[src/rtl/oam_dma_writer.sv]
// oam_dma_writer: commits OAM DMA bytes into the OAM RAM and arbitrates the
// OAM port between DMA writes, PPU sprite-scan reads and CPU accesses.
// The OAM macro reads combinationally. A registered CPU read result is
// therefore valid one cycle after the read strobe.
module oam_dma_writer #(
   parameter int OAM_BYTES = 160
) (
   input  logic        clk1,
   input  logic        reset,
   input  logic        dma_run,
   input  logic        dma_step,
   input  logic [7:0]  dma_a_lo,
   input  logic [7:0]  dma_d,
   input  logic        ppu_req,
   input  logic [6:0]  ppu_a,
   input  logic        cpu_oam_sel,
   input  logic        cpu_rd,
   input  logic        cpu_wr,
   input  logic [7:0]  cpu_a,
   input  logic [7:0]  cpu_d,
   input  logic [15:0] oam_rdata,
   output logic [6:0]  oam_a,
   output logic        oam_we_lo,
   output logic        oam_we_hi,
   output logic [7:0]  oam_wd,
   output logic        oam_re,
   output logic        ppu_gnt,
   output logic [7:0]  cpu_rdata,
   output logic [7:0]  dma_count,
   output logic        dma_done,
   output logic        seq_err
);

   localparam logic [7:0] LIMIT = 8'(OAM_BYTES);

   typedef enum logic [1:0] {
      S_IDLE,
      S_ARMED,
      S_HOLD,
      S_DONE
   } state_t;

   state_t      state_q, state_d;
   logic        pend_q, pend_d;
   logic [7:0]  pend_addr_q, pend_addr_d;
   logic [7:0]  pend_data_q, pend_data_d;
   logic [7:0]  count_q, count_d;
   logic        seq_err_q, seq_err_d;
   logic [7:0]  cpu_rdata_q, cpu_rdata_d;

   logic        dma_wr;
   logic        step_v;
   logic        arm;
   logic [7:0]  exp_addr;
   logic [7:0]  count_inc;
   logic        cpu_blocked;
   logic        cpu_in_range;
   logic        cpu_wr_ok;
   logic        cpu_rd_ok;

   // Qualify DMA steps and compute the sequence bookkeeping for this cycle.
   always_comb begin
      // Reset gates the pending write so an aborted transfer never strobes OAM.
      dma_wr       = pend_q & ~reset;
      step_v       = dma_step & dma_run & ((state_q == S_ARMED) || (state_q == S_HOLD));
      arm          = (state_q == S_IDLE) & dma_run;
      exp_addr     = count_q + {7'd0, pend_q};
      count_inc    = count_q + 8'd1;
      cpu_blocked  = dma_run | ppu_req | pend_q;
      cpu_in_range = cpu_a < LIMIT;
      cpu_wr_ok    = cpu_oam_sel & cpu_wr & ~cpu_blocked & cpu_in_range & ~reset;
      cpu_rd_ok    = cpu_oam_sel & cpu_rd & ~cpu_blocked & cpu_in_range & ~reset;
   end

   // Transfer FSM: next state and the done pulse.
   always_comb begin
      // NOTE: every signal written here gets a default first, otherwise a path
      // that skips the assignment would infer a latch.
      state_d  = state_q;
      dma_done = 1'b0;
      unique case (state_q)
         S_IDLE: begin
            if (dma_run) state_d = S_ARMED;
         end
         S_ARMED: begin
            if (!dma_run)      state_d = S_IDLE;
            else if (dma_step) state_d = S_HOLD;
         end
         S_HOLD: begin
            // The pending write completes in this cycle whatever dma_run does.
            if (pend_q && (count_inc == LIMIT)) state_d = S_DONE;
            else if (!dma_run)                  state_d = S_IDLE;
            else if (dma_step)                  state_d = S_HOLD;
            else                                state_d = S_ARMED;
         end
         S_DONE: begin
            dma_done = ~reset;
            state_d  = S_IDLE;
         end
         default: state_d = S_IDLE;
      endcase
   end

   // Next values of the hold register, counter, error flag and CPU read data.
   always_comb begin
      pend_d      = step_v & (dma_a_lo < LIMIT);
      pend_addr_d = step_v ? dma_a_lo : pend_addr_q;
      pend_data_d = step_v ? dma_d : pend_data_q;

      count_d = count_q;
      if (arm)         count_d = 8'd0;
      else if (dma_wr) count_d = count_inc;

      seq_err_d = seq_err_q;
      if (arm)
         seq_err_d = 1'b0;
      else if (step_v && ((dma_a_lo >= LIMIT) || (dma_a_lo != exp_addr)))
         seq_err_d = 1'b1;

      cpu_rdata_d = cpu_rdata_q;
      if (cpu_oam_sel && cpu_rd) begin
         if (cpu_blocked)       cpu_rdata_d = 8'hFF;
         else if (!cpu_in_range) cpu_rdata_d = 8'h00;
         else if (cpu_a[0])     cpu_rdata_d = oam_rdata[15:8];
         else                   cpu_rdata_d = oam_rdata[7:0];
      end
   end

   // OAM port arbitration: DMA write, then PPU read, then CPU access.
   always_comb begin
      oam_a     = 7'd0;
      oam_we_lo = 1'b0;
      oam_we_hi = 1'b0;
      oam_wd    = 8'd0;
      oam_re    = 1'b0;
      ppu_gnt   = 1'b0;
      if (dma_wr) begin
         oam_a     = pend_addr_q[7:1];
         oam_we_lo = ~pend_addr_q[0];
         oam_we_hi = pend_addr_q[0];
         oam_wd    = pend_data_q;
      end else if (ppu_req && !reset) begin
         oam_a   = ppu_a;
         oam_re  = 1'b1;
         ppu_gnt = 1'b1;
      end else if (cpu_wr_ok) begin
         oam_a     = cpu_a[7:1];
         oam_we_lo = ~cpu_a[0];
         oam_we_hi = cpu_a[0];
         oam_wd    = cpu_d;
      end else if (cpu_rd_ok) begin
         oam_a  = cpu_a[7:1];
         oam_re = 1'b1;
      end
   end

   // State registers with synchronous reset.
   always_ff @(posedge clk1) begin
      // NOTE: sequential state uses non-blocking assignments so every register
      // samples the pre-edge values regardless of statement order.
      if (reset) begin
         state_q     <= S_IDLE;
         pend_q      <= 1'b0;
         pend_addr_q <= 8'd0;
         pend_data_q <= 8'd0;
         count_q     <= 8'd0;
         seq_err_q   <= 1'b0;
         cpu_rdata_q <= 8'hFF;
      end else begin
         state_q     <= state_d;
         pend_q      <= pend_d;
         pend_addr_q <= pend_addr_d;
         pend_data_q <= pend_data_d;
         count_q     <= count_d;
         seq_err_q   <= seq_err_d;
         cpu_rdata_q <= cpu_rdata_d;
      end
   end

   assign dma_count = count_q;
   assign seq_err   = seq_err_q;
   assign cpu_rdata = cpu_rdata_q;

endmodule

[config.mk]
export PLATFORM = sky130hd
export DESIGN_NAME = oam_dma_writer
export DESIGN_NICKNAME = d
export VERILOG_FILES = /design/src/rtl/oam_dma_writer.sv
export SDC_FILE = /design/constraint.sdc
export NUM_CORES = 1
export LEC_CHECK = 0
export ABC_AREA = 1
export BUFFER_PORTS_ARGS = -buffer_cell sky130_fd_sc_hd__buf_2
export CAP_MARGIN = 30
export CORE_MARGIN = 5
export CORE_UTILIZATION = 50
export CTS_CLUSTER_SIZE = 8
export DETAILED_ROUTE_END_ITERATION = 12
export GPL_TIMING_DRIVEN = 0
export PLACE_DENSITY = 0.94
export SKIP_LAST_GASP = 1
export SYNTH_ARGS = -nofsm -noshare
export SYNTH_HDL_FRONTEND = slang
export SYNTH_SLANG_ARGS = --single-unit
[constraint.sdc]
create_clock -name clk1 -period 2.7 [get_ports clk1]
set_clock_uncertainty 0.1 [all_clocks]
set_input_delay 0.675 -clock clk1 [delete_from_list [all_inputs] [get_ports clk1]]
set_output_delay 0.675 -clock clk1 [all_outputs]
set_load 0.1 [all_outputs]
======== Yosys cells after proc, flatten, opt, wreduce, memory -nomap -nowiden ========
Cells that the tools add are included.
storage, ports and cells
  register bits after elaboration ......... 36
  output and inout bits ................... 37
  logic and storage cells ................. 78
  input bits .............................. 63
cells by class
  magnitude comparators ................... 3
  bitwise operators ....................... 19
  equal/unequal tests ..................... 7
  mux-type cells .......................... 30
  add/subtract/negate cells ............... 2
  reduce and logical (&&, ||, !) cells .... 10
operator list
  operator                                                   number
  two-way mux 8 bit                                          6
  two-way mux 7 bit                                          4
  < comparator 8 bit (second input constant)                 2
  AND 1 bit                                                  13
  two-way mux 1 bit                                          13
  two-way mux 2 bit                                          6
  adder 8 x 1 -> 8 bit                                       1
  adder 8 x 1 -> 8 bit (second input constant)               1
  == test 8 bit (second input constant)                      1
  greater-or-equal comparator 8 bit (second input constant)  1
  != test 8 bit                                              1
  case mux 2 bit (4 select lines)                            1
  == test 2 bit (second input constant)                      2
  logical AND 1 bit                                          4
  inverter 1 bit                                             4
  != test 3 bit (second input constant)                      1
  == test 2 x 1 -> 1 bit (second input constant)             1
  zero test 2 bit                                            1
  logical OR 1 bit                                           2
  != test 2 bit (second input constant)                      1
  OR 1 bit                                                   2
  AND reduction 2 bit                                        1
  OR reduction 2 bit                                         1
  zero test 1 bit                                            1

======== Depth between registers and ports, before layout ========
Gate-level depths: netlist of the first run.
  depth in word-level cells ............... 10
  depth in mapped cells ................... 13
  mapped depth without buffers ............ 13

======== Least setup slack after synthesis of the first run ========
OpenSTA, ideal clock, no wires.
  path type ............................... input port to output port
  from .................................... input cpu_a[6]
  to ...................................... output oam_we_hi
  arrival time ............................ 3.440 ns
  required time ........................... 1.925 ns
  buffers on the path ..................... 1
  slack ................................... -1.515 ns
  stages on the path ...................... 5
  cell sequence ........................... o21a_1 > buf_2 > nor3_4 > inv_2 > o21ai_0
on the way
  cells in the longest elaborated chain, start to end .. 6
RTL lines
  element                  RTL line  text
  start, declared          19        input logic [7:0] cpu_a,
  < comparator 8 bit       70        cpu_in_range = cpu_a < LIMIT;
  AND 1 bit (2 in series)  71        cpu_wr_ok = cpu_oam_sel & cpu_wr & ~cpu_blocked & cpu_in_range & ~reset;
  two-way mux 1 bit        146       end else if (cpu_wr_ok) begin
  two-way mux 1 bit        142       end else if (ppu_req && !reset) begin
  two-way mux 1 bit        137       if (dma_wr) begin
  end, declared            24        output logic oam_we_hi,
Every way passes these cells.

======== Worst setup path after layout of the first run ========
  from .................................... input cpu_a[6]
  to ...................................... output oam_re
on the way
  cells in the longest elaborated chain, start to end .. 7
  elaborated cells on any way between the ends .. 9
  those cells by class .................... 1 x order compare; 4 x mux; 4 x bitwise
RTL lines
  element                  RTL line  text
  < comparator 8 bit *     70
  AND 1 bit (2 in series)  72        cpu_rd_ok = cpu_oam_sel & cpu_rd & ~cpu_blocked & cpu_in_range & ~reset;
  two-way mux 1 bit        151       end else if (cpu_rd_ok) begin
  two-way mux 1 bit *      146
  two-way mux 1 bit *      142
  two-way mux 1 bit *      137
  end, declared            26        output logic oam_re,
Mark *: on every way between the ends. The rest lies on a longest branch, timed or not.

==> key figures, run 1 <==
Status
  • Outcome: finished, violations left
  • Failing checks: negative setup slack

Critical path
  • Reg-to-reg startpoint: state_q[0]
  • Setup crit end kind: output port
  • WS Path Type: in -> out
  • Critical Path AT: between 1.5 and 2 ns
  • CP max FO: 10
  • Worst-path cell chain: buf_2, o21a_4, nor2_1, nand2_2, a21oi_1, nor2_1, nor2_4, buf_12
  • Slowest CP cell: o21a_4
  • Crit. Startpoint: cpu_a[6]
  • Worst path top cell family by delay: simple AND/OR/NAND/NOR gates
  • CP max stage delay: 0.27 ns
  • Setup crit start kind: primary input
  • CP dominant cell by count: nor2_1
  • Buffers plus inverters on the worst setup path: 2
  • Worst endpoint required time: roughly 1.9 ns

Synthesis
  • FF+latch count, synth: 36
  • Synth Cell Area: 2197 µm²
  • Sequential area share after synthesis: 0.3280
  • Yosys cell types: 27
  • Synth warn: 0
  • Syn_nets: just over 400
  • Yosys top cell area share: 0.3280
  • Synthesized area per cell: roughly 6.5 µm²
  • Leading post-synthesis cells by cell area: dfxtp_1, nand2_1, a21oi_1
  • Synthesized netlist cell count: 337
  • Yosys top cell by area: dfxtp_1

Timing
  • Hold Slack: 0.3490 ns
  • Final Hold Vio Count: 0
  • Final Slew Violations: 0
  • Normalized max-slew margin: 0.5132
  • Worst Tran Pin Value: 0.7253 ns
  • Minimum clock period: 2.757 ns
  • Maximum clock rate: 362.7 MHz
  • Crit share post-route: 1.021
  • Unrepaired setup endpoints after global routing: true
  • # setup viols final: 9
  • Setup tns final: -0.2252 ns
  • Post-route setup slack: -0.05686 ns

Routing
  • Vias/cell: 5.864
  • WL/cell: 17.98 µm
  • DR iter-0 viols: 325
  • Drt pass-1 iters: 5
  • Via Count: 2,926
  • Antenna Nets Post-Route: 0
  • Final wirelength: 8971 µm
  • DRC: 0

Global route
  • First-pass GRT wire length: 12,490 µm
  • Number of global-route vias before repair: about 2,700
  • Largest net degree at the start of global routing: 12
  • Met2 GRT Util: 0.4384
  • Initial antenna violation count: 0
  • Aggregate global routing overflow: 0
  • Most Crowded Layer GR: met2
  • Total GRT Usage: 0.2582
  • Met1 Resource Use GR: 0.2847
  • Met3 GRT Util: 0.06974

Die
  • Overall die area: a little under 6000 µm²
  • Starting Density: 0.5117
  • Row count: 24
  • CORE AREA: 4294 µm²
  • Die X: 76.29 µm
  • I/O pin count: 100
  • DIE HEIGHT: 76.29 µm

Clock network
  • Clock buffer count from CTS: 5
  • CTS root buf: clkbuf_8
  • CTS max path bufs: 2
  • Count of clock tree sinks: 36
  • Clock transition at path regs: 0.07 ns
  • CTS tree: done
  • Skew-Pair Late Insertion Delay: 0.30 ns
  • H-Tree Level Count: 2
  • # hold bufs at CTS: 0

Worst hold path
  • Hold Path Class: reg -> reg
  • Hold_sp: seq_err

Placed design
  • Port-buffer cells: 98
  • GPL Wtd Cong: 0.9517
  • Placed cell areas: 2888 µm²
  • DP HPWL: 5297 µm

Cells and area
  • Finished Cell Area: 3297 µm²
  • Antenna fix cells: 0
  • Share of cells above drive strength 1: 0.3714
  • Final-stage net count: 518
  • Area growth syn-to-layout: 50.06%

Power and ir drop
  • PD cells: 432.1 nW/µm²
  • Pleak: 0.001477 µW
  • Peak VDD IR: 0.0002763 V
  • Pwr Total: 1425 µW

Job
  • Max-cap check violation count: 0
==> path summary, 6_finish.rpt <==
check,depth (start not counted),slack (ns),endpoint
setup reg to reg,6,0.67,pend_data_q[2]
hold reg to reg,2,0.35,seq_err
hold / removal,2,0.35,seq_err
setup / recovery,8,-0.06,oam_re
==> sequential cells by signal, indices dropped and copies added (netlist names) <==
name,count
cpu_rdata,8
state_q,2
pend_data_q,8
dma_count,8
pend_addr_q,8
pend_q,1
seq_err,1
==> worst register-to-register path: stages (launching register included) <==
cell and delay, ns:
dfxtp_1 0.37, inv_1 0.12, ha_1 0.30, nand3_1 0.23
clkbuf_1 0.45, o21ai_0 0.22, a21oi_1 0.18
==> cell usage in the layout (no fill, tap or decap), types with 2 or more instances in the layout <==
cell type,netlist,routed
a21oi_1,35,35
a22oi_1,7,4
a22oi_2,0,3
buf_12,0,9
buf_2,4,82
buf_4,1,8
buf_6,0,8
clkbuf_1,5,5
clkbuf_8,0,5
clkinv_1,3,2
dfxtp_1,36,35
ha_1,9,9
inv_1,33,31
inv_2,4,3
inv_4,0,2
nand2_1,105,97
nand2_2,2,2
nand2_4,0,8
nand3_1,17,9
nand3_2,0,8
nand4_1,3,3
nor2_1,19,14
nor2_2,1,2
nor2_4,1,5
o21ai_0,21,12
o21ai_1,2,2
o21ai_2,0,9
o22ai_1,11,10
or2_2,2,2
xnor2_1,11,11
==> area by class of cell <==
cell class                      instances  area, µm²
Buffer                                  8      40.04
Clock buffer                            6      72.57
Clock inverter                          2      35.03
Fill cell                             263      997.2
Inverter                               40      163.9
Multi-Input combinational cell        251       1475
Sequential cell                        36      721.9
Tap cell                               52      65.06
Timing Repair Buffer                  104      723.2
==> power breakdown <==
part | internal, µW | total [µW] | switching, µW
Combinational | 120 | 375 | 255
Sequential | 551 | 566 | 14.2
Clock | 274 | 484 | 210
Total | 946 | 1420 | 479
==> cell usage after synthesis <==
library cell / instances
clkinv_1: 3
ha_1: 9
nor2_4: 1
buf_4: 1
nor2_1: 19
nor3_4: 1
nor2_2: 1
nand3_1: 17
o21a_1: 1
a21oi_1: 35
nand2_2: 2
dfxtp_1: 36
clkbuf_1: 5
or2_2: 2
or2_0: 1
inv_2: 4
xnor2_1: 11
nand2_1: 105
o22ai_1: 11
o21ai_1: 2
inv_1: 33
buf_2: 4
nand4_1: 3
a21oi_2: 1
xor2_1: 1
o21ai_0: 21
a22oi_1: 7
==> cell families (layout without fill, tap and decap cells) <==
family	after synthesis	count (layout)	share of synthesized area
adders and majority gates	9	9	0.05125
AOI/OAI and AO/OA	78	78	0.1948
xor gates and xnor gates	12	12	0.04784
DFF	36	36	0.3280
and+or+nand+nor	152	152	0.2887
buffers and inverters	50	160	0.08941
==> metrics by stage <==
| step | setup WS (ns) | std cells | utilization |
|---|---|---|---|
| floorplan | -0.2422 | 337 | - |
| global placement | -0.4134 | 487 | 0.6725 |
| finish | -0.05686 | 499 | 0.7678 |
| CTS | 0.0007856 | 497 | 0.7357 |
| detailed placement | -0.4608 | 487 | 0.6725 |
| global route | -0.08360 | 499 | 0.7678 |
==> timing repair <==
action | in CTS | in global routing
setup endpoints to repair | 18 | 18
buffers inserted | 3 | 3
resized for setup | 41 | 29
pin swaps | 1 | 2
==> routing by layer <==
metal / vias up / routed length, µm
met3: 67 / 854
met2: 221 / 4359
met4: 0 / 633
met5: - / 0
met1: 1325 / 3124
li1: 1313 / -
(Power assumes the default switching activity.)
==> run 2, diff against run 1 <==
--- a/config.mk
+++ b/config.mk
@@ -10,6 +10,7 @@
 export CAP_MARGIN = 30
 export CORE_MARGIN = 5
 export CORE_UTILIZATION = 50
+export CTS_BUF_LIST = sky130_fd_sc_hd__clkbuf_4
 export CTS_CLUSTER_SIZE = 8
 export DETAILED_ROUTE_END_ITERATION = 12
 export GPL_TIMING_DRIVEN = 0
==> key figures, run 2 (synthesis results as in run 1) <==
Die
  • DIE HEIGHT: 76.29 µm (unchanged)
  • Overall die area: 5820 µm² (unchanged)
  • CORE AREA: 4294 µm² (unchanged)
  • I/O pin count: 100 (unchanged)
  • Starting Density: 0.5117 (unchanged)
  • Row count: 24 (unchanged)
  • Die X: 76.29 µm (unchanged)

Routing
  • Antenna Nets Post-Route: 0 (unchanged)
  • Final wirelength: 9940 µm (+11%)
  • WL/cell: 19.80 µm (+10%)
  • DR iter-0 viols: 403 (+24%)
  • Vias/cell: 6.124 (+4.4%)
  • Via Count: 3,074 (+5.1%)
  • DRC: 0 (unchanged)
  • Drt pass-1 iters: 5 (unchanged)

Critical path
  • WS Path Type: in -> out
  • CP max FO: 8 (-2)
  • Setup crit start kind: primary input
  • Worst endpoint required time: 1.92 ns (about the same)
  • Setup crit end kind: output port
  • Critical Path AT: 2.00 ns (+0.02 ns)

Timing
  • # setup viols final: 11 (+2)
  • Worst Tran Pin Value: 0.6862 ns (-0.03904 ns)
  • Post-route setup slack: -0.07905 ns (-0.02219 ns)
  • Setup tns final: -0.3598 ns (-0.1346 ns)
  • Crit share post-route: 1.029 (+0.008219)
  • Final Slew Violations: 0 (unchanged)
  • Final Hold Vio Count: 0 (unchanged)
  • Minimum clock period: 2.779 ns (+0.02219 ns)
  • Maximum clock rate: 359.8 MHz (-0.80%)
  • Normalized max-slew margin: 0.5394 (+0.02620)
  • Unrepaired setup endpoints after global routing: true

Worst hold path
  • Hold Path Class: reg -> reg

Power and ir drop
  • Sw Share: 0.3560 (+0.01989)
  • Comb pwr share: 0.284 (+0.021)
  • Pleak: 0.001497 µW (+1.4%)
  • PD cells: 401.9 nW/µm² (-7.0%)
  • Pwr Total: 1372 µW (-3.7%)
  • P_sw: 488.2 µW (+2.0%)
  • Int Power: 883.4 µW (-6.6%)
  • Clk network pwr share: 0.303 (-0.037)
  • Flop pwr share: 0.413 (+0.016)
  • Peak VDD IR: 0.0002968 V (+7.4%)

Cells and area
  • Antenna fix cells: 0 (unchanged)
  • Final-stage net count: 521 (+0.58%)
  • Most common cell after layout, fill and taps aside: nand2_1
  • Final cell count without fillers: 502 (+0.60%)
  • Most frequent cells in the layout: nand2_1, buf_2, a21oi_1, dfxtp_1, inv_1
  • Area growth syn-to-layout: 55.35%
  • Share of cells above drive strength 1: 0.3756 (+0.004191)
  • Fill count: 248 (-5.7%)
  • Finished Cell Area: 3413 µm² (+3.5%)

Placed design
  • GPL Wtd Cong: 0.9517 (unchanged)
  • Placed cell areas: 2888 µm² (unchanged)
  • DP HPWL: 5297 µm (unchanged)
  • Port-buffer cells: 98 (unchanged)
  • Dpl cells: 487 (unchanged)

Status
  • Failing checks: negative setup slack
  • Outcome: finished, violations left

Clock network
  • H-Tree Level Count: 2 (unchanged)
  • CTS root buf: clkbuf_4
  • CTS tree: done
  • Clock buffer count from CTS: 5 (unchanged)
  • Clock transition at path regs: 0.11 ns (+0.04 ns)
  • Skew-Pair Late Insertion Delay: 0.39 ns (+0.09 ns)
  • # hold bufs at CTS: 0 (unchanged)
  • CTS max path bufs: 2 (unchanged)
  • Count of clock tree sinks: 36 (unchanged)

Job
  • Max-cap check violation count: 0 (unchanged)

Global route
  • Total GRT Usage: 0.2540 (-0.004243)
  • Aggregate global routing overflow: 0 (unchanged)
  • Number of global-route vias before repair: 2,677 (+0.26%)
  • Largest net degree at the start of global routing: 12 (unchanged)
  • Initial antenna violation count: 0 (unchanged)
  • First-pass GRT wire length: 12,280 µm (-1.7%)
## run 2: cell count changes in the layout (fill, tap and decap cells not counted), moves of 2 or more
cell / before / now
nand3_2: 8 / 1
buf_8: 0 / 5
buf_4: 8 / 10
clkbuf_4: 1 / 7
nand3_4: 0 / 7
clkbuf_8: 5 / 0
buf_12: 9 / 12
buf_6: 8 / 4
buf_2: 82 / 79
## run 2: final timing paths
kind,startpoint,end,slack (ns),cells after the start
worst max register to register,state_q[0],pend_data_q[6],0.67,6
worst max-delay path,reset,oam_a[0],-0.08,7
worst min register to register,seq_err,seq_err,0.36,2
worst min-delay path,seq_err,seq_err,0.36,2
## run 2: power groups by stage
stage,registers (µW),logic [µW],clock network [µW]
after floorplan,611,188,0
after global placement,574,310,0
after detailed placement,575,318,0
after CTS,564,340,398
after global routing,568,408,442
final,566,389,416
## run 2: per-layer routing
metal / vias up / global-route usage / wire length, µm
li1: 1327 / - / -
met1: 1400 / 0.2888 / 3357
met2: 263 / 0.4486 / 4844
met3: 84 / 0.05792 / 885
met4: 0 / 0.1119 / 853
met5: - / 0 / 0
## run 2: repair_timing
item / in CTS / in global routing
resized for setup: 50 / 49
pin swaps: 1 / 12
endpoints found under the setup margin: 18 / 18
setup buffers: 5 / 3
## run 2: final cells by class
class	instances	area (µm²)	share of cell area
Multi-Input combinational cell	251	1529	0.4479
Tap cell	52	65.06	0.01906
Clock inverter	2	35.03	0.01026
Clock buffer	6	45.04	0.01320
Buffer	9	51.30	0.01503
Timing Repair Buffer	106	802.0	0.2350
Inverter	40	163.9	0.04802
Sequential cell	36	721.9	0.2115
## run 2: through the flow
| stage | util | setup WS, ns | hold slack (ns) |
|---|---|---|---|
| floorplan | - | -0.2422 | 0.3397 |
| global placement | 0.6725 | -0.4134 | 0.3370 |
| detailed placement | 0.6725 | -0.4608 | 0.3406 |
| global route | 0.7949 | -0.1576 | 0.3814 |
| CTS | 0.7363 | 0.0004201 | 0.3564 |
| finish | 0.7949 | -0.07905 | 0.3590 |
## run 2: critical path, cell delays in order
cell and delay, ns:
buf_2 0.17, nor2_4 0.18, clkinv_4 0.18, nor2_4 0.30
a22oi_1 0.20, nand2_4 0.11, buf_12 0.17
==> run 3, diff against run 2 <==
--- a/config.mk
+++ b/config.mk
@@ -7,14 +7,13 @@
 export LEC_CHECK = 0
 export ABC_AREA = 1
 export BUFFER_PORTS_ARGS = -buffer_cell sky130_fd_sc_hd__buf_2
-export CAP_MARGIN = 30
 export CORE_MARGIN = 5
 export CORE_UTILIZATION = 50
 export CTS_BUF_LIST = sky130_fd_sc_hd__clkbuf_4
 export CTS_CLUSTER_SIZE = 8
 export DETAILED_ROUTE_END_ITERATION = 12
 export GPL_TIMING_DRIVEN = 0
-export PLACE_DENSITY = 0.94
+export PLACE_DENSITY_LB_ADDON = 0.25
 export SKIP_LAST_GASP = 1
 export SYNTH_ARGS = -nofsm -noshare
 export SYNTH_HDL_FRONTEND = slang
==> key figures, run 3 (synthesis results as in run 1) <==
Status
  • Outcome: finished clean

Cells and area
  • Antenna fix cells: 0 (unchanged)
  • Fill count: 325 (+31%)
  • Most frequent cells in the layout: nand2_1, buf_2, dfxtp_1
  • Most common cell after layout, fill and taps aside: nand2_1
  • Area of the multi-input gates: 1425 µm² (-6.8%)
  • Area growth syn-to-layout: 47.44%
  • Register Area: 720.7 µm² (-0.17%)
  • Share of cells above drive strength 1: 0.3490 (-0.02656)
  • Final-stage net count: 518 (-0.58%)

Routing
  • Vias/cell: 5.232 (-15%)
  • DR iter-0 viols: 158 (-61%)
  • Via Count: 2,611 (-15%)
  • WL/cell: 13.91 µm (-30%)
  • Drt pass-1 iters: 6 (+1)
  • Final wirelength: 6939 µm (-30%)
  • Antenna Nets Post-Route: 0 (unchanged)
  • DRC: 0 (unchanged)

Timing
  • Worst Tran Pin Value: 0.7046 ns (+0.01840 ns)
  • Crit share post-route: 0.9933 (-0.03600)
  • Final Hold Vio Count: 0 (unchanged)
  • Final Slew Violations: 0 (unchanged)
  • Minimum clock period: 2.682 ns (-0.09719 ns)
  • Maximum clock rate: 372.9 MHz (+3.6%)
  • Post-route setup slack: 0.01814 ns (+0.09719 ns)
  • Hold Slack: 0.3620 ns (+0.002997 ns)
  • # setup viols final: 0 (-11)
  • Normalized max-slew margin: 0.5271 (-0.01235)
  • Unrepaired setup endpoints after global routing: true

Clock network
  • Skew-Pair Late Insertion Delay: 0.35 ns (-0.04 ns)
  • CTS max path bufs: 2 (unchanged)
  • Clock transition at path regs: 0.11 ns (about the same)
  • CTS tree: done
  • H-Tree Level Count: 2 (unchanged)
  • Count of clock tree sinks: 36 (unchanged)
  • Clock buffer count from CTS: 5 (unchanged)
  • CTS root buf: clkbuf_4

Critical path
  • CP max FO: 7 (-1)
  • Crit. Startpoint: dma_run
  • FF-to-FF path depth: 6 (unchanged)
  • End of the worst register-to-register path: pend_data_q[6]
  • Critical Path AT: 1.91 ns (-0.09 ns)
  • WS Path Type: in -> out
  • Reg-to-reg startpoint: state_q[1]
  • Setup crit end kind: output port
  • Worst endpoint required time: 1.92 ns (about the same)
  • Worst setup endpoint: oam_a[5]
  • Setup slack, reg-to-reg: 0.74 ns (+0.07 ns)
  • Setup crit start kind: primary input

Placed design
  • Port-buffer cells: 98 (unchanged)
  • GPL Wtd Cong: 0.9755 (+2.5%)
  • Post-place setup slack: -0.5203 ns (-0.05950 ns)
  • DP HPWL: 5007 µm (-5.5%)

Power and ir drop
  • PD cells: 404.0 nW/µm² (+0.53%)
  • Pwr Total: 1309 µW (-4.6%)
  • Pleak: 0.001462 µW (-2.4%)
  • Clk network pwr share: 0.302 (about the same)
  • P_sw: 435.9 µW (-11%)
  • Int Power: 872.7 µW (-1.2%)
  • Sw Share: 0.3331 (-0.02285)
  • Comb pwr share: 0.267 (-0.017)
  • Flop pwr share: 0.430 (+0.017)
  • Peak VDD IR: 0.0002417 V (-19%)

Global route
  • Initial antenna violation count: 0 (unchanged)
  • Total GRT Usage: 0.2334 (-0.02064)
  • Number of global-route vias before repair: 2,453 (-8.4%)
  • First-pass GRT wire length: 11,250 µm (-8.4%)
  • Aggregate global routing overflow: 0 (unchanged)
  • Largest net degree at the start of global routing: 12 (unchanged)

Worst hold path
  • Hold Path Class: reg -> reg
  • Hold_sp: seq_err

Die
  • Overall die area: 5820 µm² (unchanged)
  • DIE HEIGHT: 76.29 µm (unchanged)
  • Starting Density: 0.5117 (unchanged)
  • Row count: 24 (unchanged)
  • Die X: 76.29 µm (unchanged)
  • CORE AREA: 4294 µm² (unchanged)
  • I/O pin count: 100 (unchanged)

Job
  • Max-cap check violation count: 0 (unchanged)
run 3: worst min-delay path by stage:
stage / to / slack, ns / cells past startpoint
floorplan: pend_addr_q[7] / 0.34 / 2
global placement: seq_err / 0.34 / 2
detailed placement: seq_err / 0.35 / 2
CTS: seq_err / 0.37 / 2
global route: seq_err / 0.39 / 2
finish: seq_err / 0.36 / 2
run 3: power groups by stage:
stage	Combinational, µW	Sequential, µW	Clock [µW]
final	350	563	396
after global routing	375	566	438
after CTS	341	563	404
after detailed placement	316	575	0
after global placement	312	574	0
after floorplan	188	611	0
run 3: metrics by stage:
step	instances	TNS (ns)	utilization	area [µm²]
floorplan	337	-2.581	-	2332
global placement	487	-6.728	0.6725	2888
detailed placement	487	-7.102	0.6725	2888
CTS	499	-0.01066	0.7343	3153
global route	499	-0.3657	0.7544	3239
finish	499	0	0.7544	3239
run 3: critical path: stages:
cell     delay [ns]
buf_2          0.13
inv_1          0.09
nand3_1        0.16
nor3_4         0.25
inv_2          0.09
nand2_4        0.10
nand3_1        0.13
nand2_4        0.11
buf_12         0.17
run 3: cell type report:
| class | instances | area share |
|---|---|---|
| Buffer | 9 | 0.01390 |
| Clock buffer | 6 | 0.01390 |
| Clock inverter | 2 | 0.01081 |
| Inverter | 40 | 0.05137 |
| Multi-Input combinational cell | 251 | 0.4399 |
| Sequential cell | 36 | 0.2225 |
| Tap cell | 52 | 0.02008 |
| Timing Repair Buffer | 103 | 0.2275 |
run 3: layer usage:
metal / wire, µm / share of wire / vias to the layer above / track usage
met5: 0 / 0 / - / 0
met4: 237 / 0.034 / 0 / 0.08042
met3: 535 / 0.077 / 20 / 0.07565
met2: 3360 / 0.48 / 106 / 0.3930
met1: 2806 / 0.40 / 1169 / 0.2771
li1: - / - / 1316 / -
run 3: repair_timing:
| action | CTS | global route |
|---|---|---|
| endpoints found under the setup margin | 18 | 16 |
| endpoints found under the hold margin | 0 | 0 |
| pin swaps | 1 | 0 |
| gates resized for setup | 45 | 22 |
| hold buffers | 0 | 0 |
| setup buffers | 5 | 0 |
